`config.mk`:
```
export PLATFORM = sky130hd
export DESIGN_NAME = gate_vector_decoder
export DESIGN_NICKNAME = d
export VERILOG_FILES = /design/src/rtl/gate_vector_decoder.sv
export SDC_FILE = /design/constraint.sdc
export NUM_CORES = 1
export LEC_CHECK = 0
export ABC_AREA = 1
export ABC_CLOCK_PERIOD_IN_PS = 1900
export CORE_ASPECT_RATIO = 0.9
export CORE_MARGIN = 1
export CORE_UTILIZATION = 40
export CTS_BUF_LIST = sky130_fd_sc_hd__clkbuf_8
export DETAILED_ROUTE_END_ITERATION = 8
export HOLD_SLACK_MARGIN = 0.03
export PLACE_DENSITY = 0.62
export SLEW_MARGIN = 40
export SYNTH_ARGS = -nofsm -noshare
export SYNTH_HDL_FRONTEND = slang
export SYNTH_SLANG_ARGS = --single-unit
export TNS_END_PERCENT = 100
```
`constraint.sdc`:
```
create_clock -name clk -period 1.9 [get_ports clk]
set_input_delay 0.19 -clock clk [delete_from_list [all_inputs] [get_ports clk]]
set_output_delay 0.19 -clock clk [all_outputs]
set_load 0.01 [all_outputs]
```
`src/rtl/gate_vector_decoder.sv`:
```
// Receive-side decoder for the 7-bit basic-gate result vector: recovers (a,b), flags
// vectors that do not regenerate exactly, counts traffic and tracks link lock quality.
module gate_vector_decoder #(
    parameter int CNT_W    = 16,
    parameter int LOCK_N   = 4,
    parameter int UNLOCK_M = 2
) (
    input  logic             clk,
    input  logic             rst_n,
    input  logic             clr,
    input  logic             in_valid,
    output logic             in_ready,
    input  logic [0:6]       vec,
    output logic             out_valid,
    input  logic             out_ready,
    output logic             a_out,
    output logic             b_out,
    output logic             err,
    output logic             locked,
    output logic [CNT_W-1:0] vec_cnt,
    output logic [CNT_W-1:0] err_cnt
);

    localparam int RUN_MAX = (LOCK_N > UNLOCK_M) ? LOCK_N : UNLOCK_M;
    localparam int RUN_W   = $clog2(RUN_MAX + 1);
    localparam logic [RUN_W-1:0] LOCK_RUN   = RUN_W'(LOCK_N);
    localparam logic [RUN_W-1:0] UNLOCK_RUN = RUN_W'(UNLOCK_M);

    typedef enum logic {HUNT, LOCKED} state_t;

    state_t           state, state_d;
    logic [RUN_W-1:0] good_run, good_d, good_inc;
    logic [RUN_W-1:0] bad_run, bad_d, bad_inc;
    logic             accept;
    logic             a_dec, b_dec, err_dec;
    logic [0:6]       exp_vec;

    assign in_ready = ~out_valid | out_ready;
    assign accept   = in_valid & in_ready;

    // a comes straight from the NOT bit; b is read from AND when a=1, from OR when a=0
    assign a_dec   = ~vec[0];
    assign b_dec   = a_dec ? vec[1] : vec[2];
    assign exp_vec = {~a_dec, a_dec & b_dec, a_dec | b_dec, ~(a_dec & b_dec),
                      ~(a_dec | b_dec), a_dec ^ b_dec, ~(a_dec ^ b_dec)};
    assign err_dec = (exp_vec != vec);

    always_ff @(posedge clk or negedge rst_n) begin
        if (!rst_n) begin
            out_valid <= 1'b0;
            a_out     <= 1'b0;
            b_out     <= 1'b0;
            err       <= 1'b0;
        end else if (accept) begin
            out_valid <= 1'b1;
            a_out     <= a_dec;
            b_out     <= b_dec;
            err       <= err_dec;
        end else if (out_ready) begin
            out_valid <= 1'b0;
        end
    end

    always_ff @(posedge clk or negedge rst_n) begin
        if (!rst_n) begin
            vec_cnt <= '0;
            err_cnt <= '0;
        end else if (clr) begin
            vec_cnt <= '0;
            err_cnt <= '0;
        end else if (accept) begin
            if (vec_cnt != '1)
                vec_cnt <= vec_cnt + 1'b1;
            if (err_dec && err_cnt != '1)
                err_cnt <= err_cnt + 1'b1;
        end
    end

    assign good_inc = good_run + 1'b1;
    assign bad_inc  = bad_run + 1'b1;

    always_comb begin
        state_d = state;
        good_d  = good_run;
        bad_d   = bad_run;
        if (clr) begin
            state_d = HUNT;
            good_d  = '0;
            bad_d   = '0;
        end else if (accept) begin
            case (state)
                HUNT: begin
                    if (err_dec) begin
                        good_d = '0;
                    end else if (good_inc == LOCK_RUN) begin
                        state_d = LOCKED;
                        good_d  = '0;
                        bad_d   = '0;
                    end else begin
                        good_d = good_inc;
                    end
                end
                LOCKED: begin
                    if (!err_dec) begin
                        bad_d = '0;
                    end else if (bad_inc == UNLOCK_RUN) begin
                        state_d = HUNT;
                        good_d  = '0;
                        bad_d   = '0;
                    end else begin
                        bad_d = bad_inc;
                    end
                end
                default: state_d = HUNT;
            endcase
        end
    end

    always_ff @(posedge clk or negedge rst_n) begin
        if (!rst_n) begin
            state    <= HUNT;
            good_run <= '0;
            bad_run  <= '0;
            locked   <= 1'b0;
        end else begin
            state    <= state_d;
            good_run <= good_d;
            bad_run  <= bad_d;
            locked   <= (state_d == LOCKED);
        end
    end

endmodule

```
==> results.yml <==
placed_design:
  gp_congestion: 0.862
  dp_cells: 553
  port_buffers: 49
  hpwl_um: 5490
  postPlaceCellArea_um2: 3640
yosys:
  ys_seq_area_share_pct: 36.2
  synth_area_um2: 2970
  yosys_warnings: 0
  netlist_instances: 403
  syn_nets: 421
  synth_seq_cells: 43
  postSynthAreaPerCell_um2: 7.38
  yosys.cell_types.count: 34
power:
  seqPwrFrac_pct: 50.0
  p_switching_uw: 549
  clockPowerShare_pct: 30.6
  power_uw: 1950
  p_leak_uw: 0.00164
  power.share.switching_pct: 28.1
  internal_power_uw: 1400
  pwr-share-comb_pct: 19.4
  power_density_nw_per_um2: 522
  vdd_ir_drop_max_mv: 0.358
timing:
  rsz0062_at_grt: "false"
  hold_ws_ns: 0.357
  skew_ns: 0.00864
  period_share_pct: 84.9
  final.setup.tns_ns: 0
  tightestPinTransition_ns: 0.392
  period_minus_slack_ns: 1.61
  final-setup-viol-count: 0
  max_slew_margin_pct: 73.9
  timing.fmax_mhz: 620
  drv_slew: 0
  timing_hold_violations_final: 0
routing:
  finalWirelength_um: 7040
  dr.pass1.iters: 5
  initialDrtViolationCount: 155
  detail_route.vias_per_cell: 4.96
  vias: 2784
  routedWlPerCell_um: 12.6
  detail-route-antenna-nets: 0
  drc: 0
grt:
  grt_pass1_vias: 2685
  gr-usage-all-layers_pct: 19.8
  grt_max_degree: 24
  antenna_found_initial: 0
  gr-total-overflow: 0
  grt_pass1_wl_um: 12400
cells_and_area:
  fin_area_um2: 3740
  drive_above_1_share_pct: 18.8
  final_cells: 561
  nets: 486
  diodes: 0
  syn_to_final_growth_pct: 25.6
setup_path:
  ff2ff_setup_slack_ns: 0.29
  cp_max_fo: 13
  critPathKind: "flip-flop to flip-flop"
  worstPathArrival_ns: 1.83
  crit_chain: "ha_1, nand3_2, nor2_4, nand3_2, nand2_2, inv_2, nand2_1, nand2_1, nand2_1, nor2_1"
  rr_endpoint: "vec_cnt[2]"
  cpMostUsedCell: "nand2_1"
  crit_path_end_kind: "flip-flop"
  timing.rr.start: "vec_cnt[1]"
  crit_required_ns: 2.12
  startpoint_type: "flip-flop"
  r2r_cells: 10
  cp_slowest_stage_delay_ns: 0.42
  crit_slowest_cell: "dfrtp_1"
die:
  die_height_um: 83.8
  start_util_pct: 41.8
  die-area_um2: 7780
  fp-row-count: 29
  num_io_pins: 50
  die_w_um: 92.9
  core_um2: 7110
clock_network:
  cts_tree: "built"
  clk_latency_ns: 0.29
  post_cts_buffers: 0
  clock-sinks: 43
  cts_resized: 0
  cts_max_level: 2
  numCtsBuffers: 5
  hold_buffers: 1
  clockBufferDepth: 2
  clockRootBuffer: "clkbuf_8"
  cts.reportedPaths.clkPinSlew_ns: 0.08
worst_hold_path:
  hold_class: "input port to asynchronous set/reset pin"
run_status:
  status: "completed"
job:
  cap_violations: 0
## registers in the layout (all words and copies together) (netlist names)
name and flops:
a_out 1, b_out 1, bad_run 3, err 1
err_cnt 16, good_run 3, out_valid 1, state 1
vec_cnt 16
## cells by family after synthesis
kind of cell	synth area share, %
adders and majority gates	2.52
and+or+nand+nor	45.2
AOI/OAI and AO/OA	5.81
xor gates and xnor gates	2.95
DFF	36.2
buffers and inverters	7.32
## Yosys cell counts, drive strengths merged
master | n | share of area, %
nand4 | 18 | 4.6
dfrtp | 43 | 36
o21ai | 18 | 3.9
o21bai | 3 | 0.76
xnor2 | 2 | 0.59
nand3b | 1 | 0.25
clkbuf | 3 | 0.38
buf | 6 | 1.8
a21oi | 4 | 0.93
nand3 | 50 | 9.6
ha | 6 | 2.5
nand2 | 129 | 19
nor2 | 52 | 6.8
xor2 | 8 | 2.4
nor3b | 1 | 0.25
nor3 | 16 | 4.2
or2 | 2 | 0.42
a31oi | 1 | 0.21
inv | 40 | 5.1
## layout by cell type, fill, tap and decap left out, drive strengths merged
master,count
nand2,129
nand4,18
nor3b,1
nor3,16
dlygate4sd3,1
o21ai,18
clkdlybuf4s50,48
xor2,8
buf,18
nand3,50
clkbuf,6
nand3b,1
o21bai,3
xnor2,2
ha,6
clkinv,1
inv,40
a21oi,4
a31oi,1
or2,2
dfrtp,43
nor2,52
## critical path, delay by kind of cell (launching register included)
kind                     cells  cell delay [ns]
adder cells (fa/ha/maj)      1             0.22
buffers and inverters        1             0.23
flip-flops                   1             0.42
AND/OR/NAND/NOR              8             0.67
## layout make-up
cell class	count	area (um2)
clock buffers	6	82.6
clock inverters	1	5.00
fillers	714	3380
inverters	40	153
multi-input cells	311	1680
flip-flops and latches	43	1080
well taps	93	116
repair buffers	67	623
## metal layers
layer / up-vias / wire length [um] / global-route usage (%)
met5: - / 0 / 0
met4: 0 / 34 / 3.78
met3: 2 / 327 / 3.28
met2: 54 / 3300 / 32.9
li1: 1435 / - / -
met1: 1293 / 3380 / 27.1
## worst max-delay path by stage
stage,from,endpoint
after detailed placement,vec[0],err_cnt[15]
final,vec_cnt[1],vec_cnt[2]
after CTS,vec_cnt[1],vec_cnt[2]
after global placement,vec[0],err_cnt[9]
after global routing,vec_cnt[1],vec_cnt[2]
after floorplan,err_cnt[0],err_cnt[4]
## power groups by stage
stage	Combinational, uW	Clock, uW	Sequential, uW
after floorplan	159	0	1020
after global placement	376	0	994
after detailed placement	382	0	995
after CTS	385	620	976
after global routing	423	654	980
final	379	596	976
## stage by stage
step / setup slack (ns) / utilization [%]
after CTS: 0.280 / 52.5
after detailed placement: 0.0921 / 51.2
final: 0.287 / 52.5
after global placement: 0.151 / 51.2
after global routing: 0.0793 / 52.5
after floorplan: 0.274 / -
(Power assumes the default switching activity.)
